### src/rtl/xbar_slave_arbiter_if.sv
// Request/response bundle between two crossbar masters, one slave-port arbiter and its slave.
// The "slave" modport is the arbiter's view; "master" is the view of whatever drives the masters and the slave.
interface xbar_slave_arbiter_if #(
  parameter int ADDR_W = 32,
  parameter int DATA_W = 32
);
  logic              m0_req;
  logic              m0_cmd;
  logic [ADDR_W-1:0] m0_addr;
  logic [DATA_W-1:0] m0_wdata;
  logic [DATA_W-1:0] m0_rdata;
  logic              m0_ack;

  logic              m1_req;
  logic              m1_cmd;
  logic [ADDR_W-1:0] m1_addr;
  logic [DATA_W-1:0] m1_wdata;
  logic [DATA_W-1:0] m1_rdata;
  logic              m1_ack;

  logic              s_req;
  logic              s_cmd;
  logic [ADDR_W-1:0] s_addr;
  logic [DATA_W-1:0] s_wdata;
  logic [DATA_W-1:0] s_rdata;
  logic              s_ack;

  logic [1:0]        grant;

  modport slave (
    input  m0_req, m0_cmd, m0_addr, m0_wdata,
    output m0_rdata, m0_ack,
    input  m1_req, m1_cmd, m1_addr, m1_wdata,
    output m1_rdata, m1_ack,
    output s_req, s_cmd, s_addr, s_wdata,
    input  s_rdata, s_ack,
    output grant
  );

  modport master (
    output m0_req, m0_cmd, m0_addr, m0_wdata,
    input  m0_rdata, m0_ack,
    output m1_req, m1_cmd, m1_addr, m1_wdata,
    input  m1_rdata, m1_ack,
    input  s_req, s_cmd, s_addr, s_wdata,
    output s_rdata, s_ack,
    input  grant
  );
endinterface

### src/rtl/xbar_slave_arbiter.sv
// Per-slave arbiter of a 2x2 crossbar: round-robin between two masters, forwards the winner's
// request to the slave, holds it until the slave acks, then returns ack/rdata to the winner only.
module xbar_slave_arbiter #(
  parameter int SLAVE_ID = 0,
  parameter int ADDR_W   = 32,
  parameter int DATA_W   = 32
) (
  input  logic                clk,
  input  logic                rst_n,
  xbar_slave_arbiter_if.slave bus
);

  localparam logic SEL_BIT = 1'(SLAVE_ID);

  typedef enum logic [1:0] {
    ST_IDLE = 2'd0,
    ST_BUSY = 2'd1,
    ST_ACK  = 2'd2
  } state_e;

  state_e            state_q, state_d;
  logic              last_grant_q, last_grant_d;
  logic [1:0]        grant_q, grant_d;
  logic              s_req_q, s_req_d;
  logic              s_cmd_q, s_cmd_d;
  logic [ADDR_W-1:0] s_addr_q, s_addr_d;
  logic [DATA_W-1:0] s_wdata_q, s_wdata_d;
  logic [DATA_W-1:0] m0_rdata_q, m0_rdata_d;
  logic [DATA_W-1:0] m1_rdata_q, m1_rdata_d;
  logic              m0_ack_q, m0_ack_d;
  logic              m1_ack_q, m1_ack_d;

  logic m0_elig_s;
  logic m1_elig_s;
  logic pick_m1_s;

  assign m0_elig_s = bus.m0_req && (bus.m0_addr[ADDR_W-1] == SEL_BIT);
  assign m1_elig_s = bus.m1_req && (bus.m1_addr[ADDR_W-1] == SEL_BIT);
  // On a tie the master that did not win last time takes the slave.
  assign pick_m1_s = m1_elig_s && (!m0_elig_s || !last_grant_q);

  // Next-state and next-output logic for the IDLE -> BUSY -> ACK cycle.
  always_comb begin
    state_d      = state_q;
    last_grant_d = last_grant_q;
    grant_d      = grant_q;
    s_req_d      = s_req_q;
    s_cmd_d      = s_cmd_q;
    s_addr_d     = s_addr_q;
    s_wdata_d    = s_wdata_q;
    m0_rdata_d   = m0_rdata_q;
    m1_rdata_d   = m1_rdata_q;
    m0_ack_d     = 1'b0;
    m1_ack_d     = 1'b0;

    case (state_q)
      ST_IDLE: begin
        if (m0_elig_s || m1_elig_s) begin
          state_d      = ST_BUSY;
          s_req_d      = 1'b1;
          last_grant_d = pick_m1_s;
          grant_d      = pick_m1_s ? 2'b10 : 2'b01;
          s_cmd_d      = pick_m1_s ? bus.m1_cmd   : bus.m0_cmd;
          s_addr_d     = pick_m1_s ? bus.m1_addr  : bus.m0_addr;
          s_wdata_d    = pick_m1_s ? bus.m1_wdata : bus.m0_wdata;
        end else begin
          state_d = ST_IDLE;
        end
      end
      ST_BUSY: begin
        if (bus.s_ack) begin
          state_d    = ST_ACK;
          s_req_d    = 1'b0;
          m0_ack_d   = grant_q[0];
          m1_ack_d   = grant_q[1];
          m0_rdata_d = (grant_q[0] && !s_cmd_q) ? bus.s_rdata : m0_rdata_q;
          m1_rdata_d = (grant_q[1] && !s_cmd_q) ? bus.s_rdata : m1_rdata_q;
        end else begin
          state_d = ST_BUSY;
        end
      end
      ST_ACK: begin
        state_d = ST_IDLE;
        grant_d = 2'b00;
      end
      default: begin
        state_d = ST_IDLE;
        grant_d = 2'b00;
        s_req_d = 1'b0;
      end
    endcase
  end

  // State and output registers; last_grant resets to master 1 so master 0 wins the first tie.
  always_ff @(posedge clk or negedge rst_n) begin
    if (!rst_n) begin
      state_q      <= ST_IDLE;
      last_grant_q <= 1'b1;
      grant_q      <= 2'b00;
      s_req_q      <= 1'b0;
      s_cmd_q      <= 1'b0;
      s_addr_q     <= {ADDR_W{1'b0}};
      s_wdata_q    <= {DATA_W{1'b0}};
      m0_rdata_q   <= {DATA_W{1'b0}};
      m1_rdata_q   <= {DATA_W{1'b0}};
      m0_ack_q     <= 1'b0;
      m1_ack_q     <= 1'b0;
    end else begin
      state_q      <= state_d;
      last_grant_q <= last_grant_d;
      grant_q      <= grant_d;
      s_req_q      <= s_req_d;
      s_cmd_q      <= s_cmd_d;
      s_addr_q     <= s_addr_d;
      s_wdata_q    <= s_wdata_d;
      m0_rdata_q   <= m0_rdata_d;
      m1_rdata_q   <= m1_rdata_d;
      m0_ack_q     <= m0_ack_d;
      m1_ack_q     <= m1_ack_d;
    end
  end

  assign bus.s_req    = s_req_q;
  assign bus.s_cmd    = s_cmd_q;
  assign bus.s_addr   = s_addr_q;
  assign bus.s_wdata  = s_wdata_q;
  assign bus.grant    = grant_q;
  assign bus.m0_rdata = m0_rdata_q;
  assign bus.m1_rdata = m1_rdata_q;
  assign bus.m0_ack   = m0_ack_q;
  assign bus.m1_ack   = m1_ack_q;

endmodule

### src/flat_wrapper.sv
// flat-port wrapper written by rule: the top's interface ports become plain ports
module xbar_slave_arbiter_flat 
#(
  parameter int SLAVE_ID = 0,
  parameter int ADDR_W   = 32,
  parameter int DATA_W   = 32
)
  (clk, rst_n, bus_m0_req, bus_m0_cmd, bus_m0_addr, bus_m0_wdata, bus_m0_rdata, bus_m0_ack, bus_m1_req, bus_m1_cmd, bus_m1_addr, bus_m1_wdata, bus_m1_rdata, bus_m1_ack, bus_s_req, bus_s_cmd, bus_s_addr, bus_s_wdata, bus_s_rdata, bus_s_ack, bus_grant);
  xbar_slave_arbiter_if #(.ADDR_W(ADDR_W), .DATA_W(DATA_W)) bus_i ();
  input  logic clk;
  input  logic rst_n;
  input wire logic [$bits(bus_i.m0_req)-1:0] bus_m0_req;
  input wire logic [$bits(bus_i.m0_cmd)-1:0] bus_m0_cmd;
  input wire logic [$bits(bus_i.m0_addr)-1:0] bus_m0_addr;
  input wire logic [$bits(bus_i.m0_wdata)-1:0] bus_m0_wdata;
  output wire logic [$bits(bus_i.m0_rdata)-1:0] bus_m0_rdata;
  output wire logic [$bits(bus_i.m0_ack)-1:0] bus_m0_ack;
  input wire logic [$bits(bus_i.m1_req)-1:0] bus_m1_req;
  input wire logic [$bits(bus_i.m1_cmd)-1:0] bus_m1_cmd;
  input wire logic [$bits(bus_i.m1_addr)-1:0] bus_m1_addr;
  input wire logic [$bits(bus_i.m1_wdata)-1:0] bus_m1_wdata;
  output wire logic [$bits(bus_i.m1_rdata)-1:0] bus_m1_rdata;
  output wire logic [$bits(bus_i.m1_ack)-1:0] bus_m1_ack;
  output wire logic [$bits(bus_i.s_req)-1:0] bus_s_req;
  output wire logic [$bits(bus_i.s_cmd)-1:0] bus_s_cmd;
  output wire logic [$bits(bus_i.s_addr)-1:0] bus_s_addr;
  output wire logic [$bits(bus_i.s_wdata)-1:0] bus_s_wdata;
  input wire logic [$bits(bus_i.s_rdata)-1:0] bus_s_rdata;
  input wire logic [$bits(bus_i.s_ack)-1:0] bus_s_ack;
  output wire logic [$bits(bus_i.grant)-1:0] bus_grant;
  assign bus_i.m0_req = bus_m0_req;
  assign bus_i.m0_cmd = bus_m0_cmd;
  assign bus_i.m0_addr = bus_m0_addr;
  assign bus_i.m0_wdata = bus_m0_wdata;
  assign bus_m0_rdata = bus_i.m0_rdata;
  assign bus_m0_ack = bus_i.m0_ack;
  assign bus_i.m1_req = bus_m1_req;
  assign bus_i.m1_cmd = bus_m1_cmd;
  assign bus_i.m1_addr = bus_m1_addr;
  assign bus_i.m1_wdata = bus_m1_wdata;
  assign bus_m1_rdata = bus_i.m1_rdata;
  assign bus_m1_ack = bus_i.m1_ack;
  assign bus_s_req = bus_i.s_req;
  assign bus_s_cmd = bus_i.s_cmd;
  assign bus_s_addr = bus_i.s_addr;
  assign bus_s_wdata = bus_i.s_wdata;
  assign bus_i.s_rdata = bus_s_rdata;
  assign bus_i.s_ack = bus_s_ack;
  assign bus_grant = bus_i.grant;
  xbar_slave_arbiter #(.SLAVE_ID(SLAVE_ID), .ADDR_W(ADDR_W), .DATA_W(DATA_W)) u_core (.clk(clk), .rst_n(rst_n), .bus(bus_i));
endmodule
### config.mk
export PLATFORM = sky130hd
export DESIGN_NAME = xbar_slave_arbiter_flat
export DESIGN_NICKNAME = d
export VERILOG_FILES = /design/src/rtl/xbar_slave_arbiter_if.sv /design/src/rtl/xbar_slave_arbiter.sv /design/src/flat_wrapper.sv
export SDC_FILE = /design/constraint.sdc
export NUM_CORES = 1
export LEC_CHECK = 0
export BUFFER_PORTS_ARGS = -buffer_cell sky130_fd_sc_hd__buf_2
export CORE_AREA = 2 2 115 117
export DETAILED_ROUTE_END_ITERATION = 16
export DIE_AREA = 0 0 117 119
export GPL_TIMING_DRIVEN = 0
export HOLD_SLACK_MARGIN = 0.12
export PLACE_DENSITY = 0.81
export SYNTH_ARGS = -nofsm -noshare
export SYNTH_HDL_FRONTEND = slang
export SYNTH_SLANG_ARGS = --single-unit
### constraint.sdc
create_clock -name clk -period 5 [get_ports clk]
set_clock_uncertainty 0.1 [all_clocks]
set_input_delay 1 -clock clk [delete_from_list [all_inputs] [get_ports clk]]
set_output_delay 1 -clock clk [all_outputs]
set_load 0.1 [all_outputs]
* Word-level counts from Yosys, hierarchy flattened *
Cells that the tools add are included.

storage, ports and cells
  register bits after elaboration = 137
  output and inout port bits = 134
  logic and storage cells = 51
  bits of input ports = 167

cells by class
  muxes and demuxes = 16
  bitwise operators = 4
  equal/unequal tests = 4
  reduce and logical (&&, ||, !) cells = 16

operators with widths
  operator                                       number
  2-to-1 mux 32 bit                              2
  AND reduction 3 bit                            3
  2-to-1 mux 1 bit                               8
  case mux 2 bit (2 select lines)                2
  2-to-1 mux 2 bit                               3
  logical AND 1 bit                              5
  NOT 1 bit                                      4
  AND reduction 2 bit                            2
  zero test 1 bit                                3
  case mux 1 bit (3 select lines)                1
  == test 2 x 1 -> 1 bit, second input constant  1
  == test 2 bit, second input constant           1
  zero test 2 bit                                1
  logical OR 1 bit                               2
  != test 2 x 1 -> 1 bit, second input constant  1
  != test 2 bit, second input constant           1

* Logic depth before layout (Yosys ltp) *
Gate-level depths: netlist of run 1.

  depth after elaboration = 8
  gate-level depth with buffers = 6
  depth with buffers taken out = 4

* Least setup slack after synthesis of run 1 *
Ideal clock, no wire load.

  path type = input-to-reg
  start point = in bus_m1_addr[31]
  end point = reg u_core.s_addr_q[0], in the netlist u_core.bus.s_addr[0]
  data arrival time = 1,973 ps
  required time = 4,773 ps
  library setup time = 127 ps
  path slack = 2,800 ps
  stages = 6
  path through = nand2b_1 -> nor2_1 -> nor4_1 -> buf_2 -> buf_2 -> a221o_1

on the way
  cells in the longest elaborated chain, start to end = 4

RTL lines
  item                                                             RTL line                                            RTL
  from (decl)                                                      flat_wrapper.sv:20                                  input wire logic [$bits(bus_i.m1_addr)-1:0] bus_m1_addr;
  NOT 1 bit *                                                      xbar_slave_arbiter.sv:38                            assign m1_elig_s = bus.m1_req && (bus.m1_addr[ADDR_W-1] == SEL_BIT);
  logical AND 1 bit *                                              xbar_slave_arbiter.sv:38
  logical AND 1 bit / logical OR 1 bit (equally long branches)     xbar_slave_arbiter.sv:40, xbar_slave_arbiter.sv:58
  2-to-1 mux 32 bit / AND reduction 2 bit (equally long branches)  --
  to (signal assigned)                                             xbar_slave_arbiter.sv:102                           s_addr_q <= {ADDR_W{1'b0}};
  to (signal assigned)                                             xbar_slave_arbiter.sv:114                           s_addr_q <= s_addr_d;
  to (decl)                                                        xbar_slave_arbiter.sv:26                            logic [ADDR_W-1:0] s_addr_q, s_addr_d;

Every way passes the cells marked *; elsewhere a longest branch is shown, timed or not.
A chain may end at the register's enable or synchronous reset.

* Worst setup path in the final report of run 1 *
  start point = reg u_core.grant_q[0], in the netlist u_core.bus.grant[0]
  end point = out bus_grant[0]

RTL lines
  item                    RTL line                   RTL
  from (decl)             xbar_slave_arbiter.sv:23   logic [1:0] grant_q, grant_d;
  from (signal assigned)  xbar_slave_arbiter.sv:111  grant_q <= grant_d;
  to (decl)               flat_wrapper.sv:30         output wire logic [$bits(bus_i.grant)-1:0] bus_grant;

No word-level cell between the ends.

==> results of run 1 <==
-- per-stage QoR --
stage               hold slack (ns)  cells  worst slack [ns]
detailed placement            0.372    862              2.45
CTS                           0.391    892              2.57
global placement              0.366    861              1.14
floorplan                     0.399    385              2.80
global route                  0.410    892              2.53
finish                        0.392    892              2.60
-- routing by layer --
layer	global-route usage, %	vias to the layer above	part of all wire, %
li1	-	2062	-
met1	27.1	2204	40
met2	38.7	208	51
met3	7.48	23	7.4
met4	8.60	0	1.8
met5	0	-	0
-- path summary, 6_finish.rpt --
kind | startpoint | endpoint | slack, ns | cells after the start
worst max register to register | u_core.state_q[1] | u_core.bus.s_wdata[27] | 3.20 | 6
worst min-delay path | u_core.bus.s_addr[31] | u_core.bus.s_addr[31] | 0.39 | 1
worst min register to register | u_core.bus.s_addr[31] | u_core.bus.s_addr[31] | 0.39 | 1
max in group asynchronous | rst_n | u_core.bus.s_wdata[6] | 3.57 | 2
worst max-delay path | u_core.bus.grant[0] | bus_grant[0] | 2.60 | 1
min in group asynchronous | rst_n | u_core.bus.m0_rdata[13] | 0.47 | 1
-- cells in the final DEF, fill, tap and decap left out, types with 4 or more instances in the layout --
cell type  netlist  final
buf_2            8    307
dfrtp_1        136    136
a221o_1         64     64
mux2_4          60     60
and2_1          42     42
and2_0          25     25
clkbuf_16        0     17
clkbuf_1         9     11
buf_6            6      7
nor2_1           5      5
buf_4            5      5
mux2_2           4      4
-- area by class of cell --
class / count / area (µm²)
Clock buffer: 22 / 474
Fill cell: 977 / 4760
Timing Repair Buffer: 301 / 1540
Multi-Input combinational cell: 218 / 2140
Inverter: 2 / 7.51
Buffer: 28 / 179
Sequential cell: 137 / 3430
Tap cell: 176 / 220
Clock inverter: 8 / 120
-- kinds of logic after synthesis --
logic type / Yosys count
DFF: 137
and+or+nand+nor: 84
AOI/OAI and AO/OA: 70
muxes: 64
buffers and inverters: 30
-- state kept, by name (all words and copies together), names as in the netlist --
register             count
u_core.bus.m0_rdata     32
u_core.bus.m1_rdata     32
u_core.bus.s_addr       32
u_core.bus.s_wdata      32
u_core.bus.grant         2
u_core.state_q           2
u_core.bus.m0_ack        1
u_core.bus.m1_ack        1
u_core.bus.s_cmd         1
u_core.bus.s_req         1
u_core.last_grant_q      1
-- worst register-to-register path: cells and delay by family (launching register included) --
| family | cells | cell delay (ns) |
|---|---|---|
| AO/OA/AOI/OAI | 1 | 0.12 |
| flip-flops | 1 | 0.36 |
| buffers and inverters | 3 | 0.64 |
| AND/OR/NAND/NOR | 2 | 0.52 |
==> metrics.md, run 1 <==
| Metric | Value |
|---|---|
| Status | finished clean |
| Gr usage total | 22.9% |
| Slowest-stage cell, CP | buf_2 |
| Ys Warns | 0 |
| Hold Buf Count CTS | 0 |
| Final core occ | 63.0% |
| Crit path largest cell delay | 0.47 ns |
| Final global-route overflow total | 0 |
| Vias in the first global route | 4769 |
| # rows | 42 |
| Num CTS Buffers | 17 |
| Crit path required time | 3.90 ns |
| Layout area overhead | 40.8% |
| Clock buffer depth | 2 |
| Total clock sinks | 137 |
| Antenna-violating nets left | 0 |
| Nets | 872 |
| Setup TNS | 0 ns |
| Antenna Cells | 0 |
| Post-CTS Repair Setup Buffers | 0 |
| Initial Util | 44.7% |
| Fin area | 8110 µm² |
| Half-perimeter wire length after placement | 11800 µm |
| Antenna violations before repair | 0 |
| Kind of cell adding the most delay to the critical path | buffers and inverters |
| Fmax | 417 MHz |
| Number of max-cap violations | 0 |
| Die Area | 13900 µm² |
| Largest net degree at the start of global routing | 74 |
| CP Capture Type | primary output |
| Die width | 117 µm |
| Clock Tree Root | clkbuf_16 |
| CP bufs+invs | 1 |
| DR DRC count | 0 |
| Post-synth EDFFs | 0 |
| Total routed wirelength | 15700 µm |
| Primary FF master, synth | dfrtp_1 |
| Adder-cell share of the synthesized area | 0% |
| Mapped Cells | 385 |
| Ports | 301 |
| Most frequent cell after synthesis | dfrtp_1 |
| CP Max Fanout | 4 |
| Max-slew violation count | 0 |
| CP Class | flop to primary output |
| Cell Area, Placed | 7520 µm² |
| Tightest Hold Check Type | flop to flop |
| Max_slew headroom | 58.7% |
| Top-area cell type share of the netlist area | 59.1% |
| #FFs+latches synth | 137 |
| Final hold violations | 0 |
| Clock latency on the worst-skew pair | 0.41 ns |
| CTS clock-pin slew for the worst setup and hold paths | 0.06 ns |
| Netlist cell types | 24 |
| Syn nets | 552 |
| Setup-failing EPs final | 0 |
| Global-route wire length before repair | 24300 µm |
| Largest family of logic cells by synthesized area | multiplexers |
| Initial DRC Count | 266 |
| CTS tree | done |
| Most frequent cells after synthesis | dfrtp_1, a221o_1, mux2_4, and2_1, and2_0 |
| Top cells by area, synth | dfrtp_1, mux2_4, a221o_1 |
| Post-Syn Area | 5760 µm² |
| Worst setup SP type | flop |
| Min Tclk post-route | 2.40 ns |
| Post-Synth Simple-Gate Area | 9.01% |
| Die Y | 119 µm |
| Compound-Gate Fraction of Synth Area | 11.8% |
| CTS H-tree lvls | 4 |
| Post-CTS sizing | 0 |
| Share of the yosys chip area belonging to registers | 59.5% |
| Drt wl/cell | 17.7 µm |
| GP Congestion | 0.869 |
| Syn Area/Cell | 15.0 µm² |
| Yosys top cell by area | dfrtp_1 |
| Worst-Margin Slew | 0.620 ns |
| Via count | 4497 |
| Post-synthesis mux area share | 16.4% |
| CP cell instances | buf_2 |
| Synth Area in XOR/XNOR | 0% |
| Port Buffers | 300 |
| Period utilisation layout | 47.9% |
| Worst path arrival time | 1.30 ns |
| Share of cells above drive strength 1 | 58.2% |
| Vias/cell | 5.04 |
| TritonRoute pass-1 iters | 6 |
| Core Area | 12900 µm² |
| Post-synth ARST share | 100% |
| RSZ-0062 raised after global routing | no |
Power of run 1 is not shown: default switching activity piles up to over one toggle a cycle in this logic, so the estimate is an artifact.
==> run 2: changes to the inputs <==
--- a/config.mk
+++ b/config.mk
@@ -5,13 +5,15 @@
 export SDC_FILE = /design/constraint.sdc
 export NUM_CORES = 1
 export LEC_CHECK = 0
+export ABC_AREA = 1
 export BUFFER_PORTS_ARGS = -buffer_cell sky130_fd_sc_hd__buf_2
-export CORE_AREA = 2 2 115 117
+export CORE_ASPECT_RATIO = 1.25
+export CORE_MARGIN = 1.5
+export CORE_UTILIZATION = 42
 export DETAILED_ROUTE_END_ITERATION = 16
-export DIE_AREA = 0 0 117 119
 export GPL_TIMING_DRIVEN = 0
 export HOLD_SLACK_MARGIN = 0.12
-export PLACE_DENSITY = 0.81
+export PLACE_DENSITY = 0.77
 export SYNTH_ARGS = -nofsm -noshare
 export SYNTH_HDL_FRONTEND = slang
 export SYNTH_SLANG_ARGS = --single-unit
==> constraint.sdc (replaced) <==
create_clock -name clk -period 2.2 [get_ports clk]
set_clock_uncertainty 0.1 [all_clocks]
set_input_delay 0.44 -clock clk [delete_from_list [all_inputs] [get_ports clk]]
set_output_delay 0.44 -clock clk [all_outputs]
set_load 0.1 [all_outputs]
==> run 2 against run 1 <==
Effect of this change: worst setup slack lost 2.2 ns; clock-buffer cell count fell by 4; area after synthesis up 5.8%; worst hold slack worse by 0.22 ns; non-clock buffer count up 20; flip-flop and latch count did not move; synthesized cell count rose by 99%; largest cell class unchanged; critical path depth is the same; sequential share of layout area down 1.7 points.
==> metrics.md, run 2 <==
| Metric | Value |
|---|---|
| Post-Synth Simple-Gate Area | 30.9% (+22 points) |
| Initial Util | 42.6% (-2.1 points) |
| Commonest cells after routing, fill and taps aside | nand2_1, buf_2, dfrtp_1 |
| Vias/cell | 4.78 (-5.1%) |
| Antenna violations before repair | 2 (+2) |
| Met2 wire length | 9290 µm (+17%) |
| Drt wl/cell | 14.3 µm (-19%) |
| Fmax | 548 MHz |
| CTS clock-pin slew for the worst setup and hold paths | 0.07 ns (about the same) |
| Die Y | 138 µm (+16%) |
| Total routed wirelength | 18300 µm (+16%) |
| Final hold violations | 0 (unchanged) |
| #FFs+latches synth | 137 (unchanged) |
| Post-synth EDFFs | 0 (unchanged) |
| CP cell instances | buf_2 |
| Top cells by area, synth | dfrtp_1, nand2_1, nand3_1 |
| RSZ-0062 raised after global routing | no |
| Clock buffer depth | 2 (unchanged) |
| Syn nets | 933 (+69%) |
| Min Tclk post-route | 1.82 ns |
| CP Class | flop to primary output |
| Die Area | 15200 µm² (+9.5%) |
| Slowest-stage cell, CP | buf_2 |
| Die width | 111 µm (-5.4%) |
| Setup TNS | 0 ns (unchanged) |
| Fin cells | 1279 (+43%) |
| Post-synthesis mux area share | 0% (-16 points) |
| Initial DRC Count | 355 (+33%) |
| Max-slew violation count | 0 (unchanged) |
| Met1 Wirelength | 7620 µm (+20%) |
| Clock Tree Root | clkbuf_16 |
| Antenna-violating nets left | 0 (unchanged) |
| Adder-cell share of the synthesized area | 0% (unchanged) |
| Period utilisation layout | 82.9% |
| Nets | 1254 (+44%) |
| Crit path required time | 1.66 ns (-2.24 ns) |
| Setup-failing EPs final | 0 (unchanged) |
| Clock latency on the worst-skew pair | 0.41 ns (about the same) |
| GP Congestion | 0.811 (-6.6%) |
| Most frequent cells after synthesis | nand2_1, dfrtp_1, nand3_1, o21ai_1, inv_1 |
| Most frequent cell after synthesis | nand2_1 |
| Netlist cell types | 15 (-38%) |
| Ports | 301 (unchanged) |
| Kind of cell adding the most delay to the critical path | buffers and inverters |
| Largest family of logic cells by synthesized area | simple AND/OR/NAND/NOR gates |
| Port Buffers | 300 (unchanged) |
| DR DRC count | 0 (unchanged) |
| Worst-Margin Slew | 0.590 ns (-0.0298 ns) |
| Ys Warns | 0 (unchanged) |
| Primary FF master, synth | dfrtp_1 |
| CP Max Fanout | 3 (-1) |
| Yosys top cell by area | dfrtp_1 |
| Most common library cell in the layout ignoring fill and taps | nand2_1 |
| Post-Syn Area | 6090 µm² (+5.8%) |
| Share of the yosys chip area belonging to registers | 56.3% (-3.2 points) |
| Metal3 WL | 1070 µm (-7.6%) |
| CTS tree | done |
| Mapped Cells | 766 (+99%) |
| CP Capture Type | primary output |
| Vias in the first global route | 5790 (+21%) |
| Top Layer Used | met5 |
| CP bufs+invs | 1 (unchanged) |
| Number of fill cells in the layout | 1342 (+37%) |
| # rows | 49 (+17%) |
| Syn Area/Cell | 7.95 µm² (-47%) |
| Worst Hold Slack | 0.176 ns (-0.216 ns) |
| Compound-Gate Fraction of Synth Area | 5.50% (-6.3 points) |
| Layout area overhead | 38.8% |
| Half-perimeter wire length after placement | 13700 µm (+16%) |
| Synth Area in XOR/XNOR | 0% (unchanged) |
| Crit path largest cell delay | 0.46 ns (about the same) |
| Top-area cell type share of the netlist area | 55.9% (-3.2 points) |
| CTS H-tree lvls | 4 (unchanged) |
| TritonRoute pass-1 iters | 4 (-2) |
| Max_slew headroom | 60.7% (+2.0 points) |
| Share of cells above drive strength 1 | 34.9% (-23 points) |
| Largest net degree at the start of global routing | 76 (+2.7%) |
| Worst setup SP type | flop |
| Tightest Hold Check Type | input port to flop |
| Global-route wire length before repair | 28900 µm (+19%) |
| Post-synth ARST share | 100% (unchanged) |
| Status | finished clean |
| Gr usage total | 23.8% (+0.87 points) |
| Total clock sinks | 137 (unchanged) |
| Post-placement cell count | 1245 (+44%) |
| Num CTS Buffers | 17 (unchanged) |
| Core Area | 14300 µm² (+11%) |
| Via count | 6119 (+36%) |
| Number of max-cap violations | 0 (unchanged) |
| Final global-route overflow total | 0 (unchanged) |
| Worst path arrival time | 1.28 ns (-0.02 ns) |
## run 2: changes by cell type after synthesis, moves of 4 or more
cell / change
inv_1: +36
nand2_1: +396
buf_4: +9
mux2_4: -60
buf_2: +14
and2_0: -25
and2_1: -42
nand3_1: +66
a221o_1: -64
o21ai_1: +64
mux2_2: -4
## run 2: final cells by class
class                      count  area (µm²)  area share, %
antenna                        1        2.50         0.0296
clock inverter                14         154           1.82
tap                          178         223           2.63
buffer                        47         294           3.48
timing repair buffer         302        1550           18.3
clock buffer                  18         439           5.19
multi-input combinational    542        2220           26.2
sequential                   137        3430           40.6
inverter                      40         150           1.78
## run 2: worst paths after layout
kind                                              from                      end  slack (ns)  depth (start not counted)
worst max-delay path                  u_core.bus.s_cmd                bus_s_cmd        0.38                          1
worst min register to register  u_core.bus.s_wdata[26]   u_core.bus.s_wdata[26]        0.37                          2
worst max register to register     u_core.last_grant_q     u_core.bus.s_addr[8]        0.63                          7
max in group asynchronous                        rst_n      u_core.last_grant_q        0.73                          3
worst min-delay path                    bus_s_rdata[9]   u_core.bus.m0_rdata[9]        0.18                          3
min in group asynchronous                        rst_n  u_core.bus.m1_rdata[14]        0.47                          2
## run 2: logic make-up after synthesis
family / after synthesis
AOI/OAI and AO/OA: 67
buffers and inverters: 87
DFF: 137
and+or+nand+nor: 475
## run 2: layer usage
| layer | vias to the layer above | global-route usage, % |
|---|---|---|
| met3 | 23 | 4.93 |
| met5 | - | 0 |
| met2 | 247 | 41.5 |
| li1 | 3026 | - |
| met4 | 2 | 7.48 |
| met1 | 2821 | 29.9 |
## run 2: stage by stage
step | area, µm² | setup WS [ns] | utilization [%]
final | 8460 | 0.375 | 59.2
after global routing | 8450 | 0.348 | 59.2
after CTS | 8450 | 0.351 | 59.2
after detailed placement | 7850 | 0.532 | 55.0
after global placement | 7820 | -1.31 | 54.7
after floorplan | 6090 | 0.356 | -
## run 2: tightest hold or removal path, cell delays in order
cell     delay, ns
buf_2         0.09
inv_1         0.06
o21ai_1       0.06
## run 2: what timing repair did
action,4_1_cts,5_1_grt
gates resized for setup,0,0
endpoints found under the hold margin,62,0
setup buffers,0,0
setup endpoints to repair,0,0
hold buffers,1,0
Power of run 2 is left out for the same reason.
==> run 3: changes to the inputs <==
--- a/config.mk
+++ b/config.mk
@@ -9,11 +9,11 @@
 export BUFFER_PORTS_ARGS = -buffer_cell sky130_fd_sc_hd__buf_2
 export CORE_ASPECT_RATIO = 1.25
 export CORE_MARGIN = 1.5
-export CORE_UTILIZATION = 42
+export CORE_UTILIZATION = 46
 export DETAILED_ROUTE_END_ITERATION = 16
 export GPL_TIMING_DRIVEN = 0
 export HOLD_SLACK_MARGIN = 0.12
-export PLACE_DENSITY = 0.77
+export PLACE_DENSITY = 0.8
 export SYNTH_ARGS = -nofsm -noshare
 export SYNTH_HDL_FRONTEND = slang
 export SYNTH_SLANG_ARGS = --single-unit
==> constraint.sdc (replaced) <==
create_clock -name clk -period 1.7 [get_ports clk]
set_clock_uncertainty 0.1 [all_clocks]
set_input_delay 0.34 -clock clk [delete_from_list [all_inputs] [get_ports clk]]
set_output_delay 0.34 -clock clk [all_outputs]
set_load 0.1 [all_outputs]
==> run 3 against run 2 <==
Effect of this change: clock-buffer cell count did not move; final area up 7.5%; critical path depth unchanged; via count increased by 6.4%; sequential share of layout area shrank 2.8 points; register-to-register slack worse by 0.53 ns; first-iteration DRC count is 3.1% higher; final cell count grew 3.9%; global-route usage is 5.6 points higher; critical path type unchanged.
==> metrics.md, run 3 (synthesis gave the netlist of run 2 again) <==
| Metric | Value |
|---|---|
| Via count | 6512 (+6.4%) |
| Global-route wire length before repair | 32000 µm (+11%) |
| Antenna-violating nets left | 0 (unchanged) |
| Clock Tree Root | clkbuf_16 |
| Final hold violations | 0 (unchanged) |
| Slowest-stage cell, CP | buf_2 |
| Num CTS Buffers | 17 (unchanged) |
| Register area | 3430 µm² (+0.11%) |
| Layout area overhead | 49.3% |
| CP Max Fanout | 2 (-1) |
| Nets | 1315 (+4.9%) |
| Worst path arrival time | 1.24 ns (-0.04 ns) |
| Top Layer Used | met4 |
| Total clock sinks | 137 (unchanged) |
| Max-slew violation count | 0 (unchanged) |
| Total routed wirelength | 20100 µm (+10%) |
| Initial Util | 47.5% (+4.8 points) |
| Fin area | 9090 µm² (+7.5%) |
| CP cell instances | buf_2 |
| Setup-failing EPs final | 0 (unchanged) |
| Min Tclk post-route | 1.68 ns |
| Met1 Wirelength | 7710 µm (+1.2%) |
| Antenna violations before repair | 0 (-2) |
| Kind of cell adding the most delay to the critical path | buffers and inverters |
| Initial DRC Count | 366 (+3.1%) |
| Metal3 WL | 1500 µm (+40%) |
| Final global-route overflow total | 0 (unchanged) |
| GP Congestion | 0.837 (+3.2%) |
| Most common library cell in the layout ignoring fill and taps | nand2_1 |
| Largest net degree at the start of global routing | 78 (+2.6%) |
| Crit path largest cell delay | 0.44 ns (-0.02 ns) |
| CP bufs+invs | 1 (unchanged) |
| Antenna Cells | 0 (-1) |
| Status | finished clean |
| CTS tree | done |
| Tightest Hold Check Type | input port to flop |
| Commonest cells after routing, fill and taps aside | nand2_1, buf_2, dfrtp_1 |
| CTS H-tree lvls | 4 (unchanged) |
| TritonRoute pass-1 iters | 5 (+1) |
| Clock latency on the worst-skew pair | 0.41 ns (about the same) |
| Met2 wire length | 10300 µm (+11%) |
| Cell Area, Placed | 7840 µm² (-0.11%) |
| Die Area | 13900 µm² (-8.5%) |
| # rows | 46 (-6.1%) |
| Gr usage total | 29.4% (+5.6 points) |
| CP Class | flop to primary output |
| Core Area | 12800 µm² (-10%) |
| Crit path required time | 1.26 ns (-0.40 ns) |
| DR DRC count | 0 (unchanged) |
| Ports | 301 (unchanged) |
| Worst-Margin Slew | 0.585 ns (-0.00483 ns) |
| CTS clock-pin slew for the worst setup and hold paths | 0.06 ns (about the same) |
| Number of max-cap violations | 0 (unchanged) |
| Period utilisation layout | 98.7% |
| Clock buffer depth | 2 (unchanged) |
| Vias in the first global route | 6522 (+13%) |
| Share of cells above drive strength 1 | 33.3% (-1.6 points) |
| Max_slew headroom | 61.0% (+0.32 points) |
| Vias/cell | 4.90 (+2.4%) |
| Half-perimeter wire length after placement | 13800 µm (+0.90%) |
| RSZ-0062 raised after global routing | yes |
| Number of fill cells in the layout | 986 (-27%) |
| Fmax | 596 MHz |
| CP Capture Type | primary output |
| Worst setup SP type | flop |
| Area of the multi-input gates | 2230 µm² (+0.45%) |
| Port Buffers | 300 (unchanged) |
| Drt wl/cell | 15.1 µm (+6.0%) |
| Die Y | 132 µm (-4.3%) |
| Die width | 106 µm (-4.3%) |
[run 3: changes by cell type in the layout (fill, tap and decap cells not counted), sizes merged, moves of 2 or more]
cell | previous run | this run
dlygate4sd3 | 1 | 62
inv | 48 | 42
clkinv | 1 | 6
buf | 342 | 339
clkbuf | 24 | 27
bufinv | 1 | 3
[run 3: worst paths after layout]
path                                        from                endpoint  slack (ns)  cells after the start
max                        u_core.bus.s_wdata[5]          bus_s_wdata[5]        0.02                      1
min in group asynchronous                  rst_n  u_core.bus.m1_rdata[8]        0.38                      2
max in group asynchronous                  rst_n  u_core.bus.s_wdata[26]        0.33                      3
min                              bus_m0_addr[10]   u_core.bus.s_addr[10]        0.12                      5
max reg2reg                  u_core.last_grant_q    u_core.bus.s_addr[7]        0.10                      8
min reg2reg                 u_core.bus.s_addr[0]    u_core.bus.s_addr[0]        0.37                      2
[run 3: routing by layer]
metal | vias up | track usage, %
met2 | 318 | 52.6
met1 | 3008 | 33.4
li1 | 3137 | -
met4 | 0 | 12.4
met5 | - | 0
met3 | 49 | 6.55
[run 3: cell type report]
class | count | share of cell area, %
Buffer | 47 | 3.32
Tap cell | 168 | 2.31
Sequential cell | 137 | 37.8
Clock buffer | 18 | 4.83
Multi-Input combinational cell | 542 | 24.5
Inverter | 40 | 1.65
Timing Repair Buffer | 363 | 23.7
Clock inverter | 14 | 1.89
[run 3: stage by stage]
step	hold WS, ns	std cells	setup slack (ns)	TNS [ns]	utilization (%)
after floorplan	-0.0556	766	0.145	0	-
after global placement	0.355	1234	-1.89	-224.23	60.8
after detailed placement	0.264	1235	0.0107	0	61.1
after CTS	0.120	1329	0.0101	0	70.7
after global routing	0.139	1329	-0.00941	-0.00941	70.8
final	0.124	1329	0.0225	0	70.8
[run 3: timing repair]
item                                    4_1_cts  5_1_grt
setup buffers                                 0        0
gates resized for setup                       0        7
hold buffers                                 62        0
endpoints found under the setup margin        0       19
endpoints found under the hold margin       148        0
Power of run 3 is left out for the same reason.
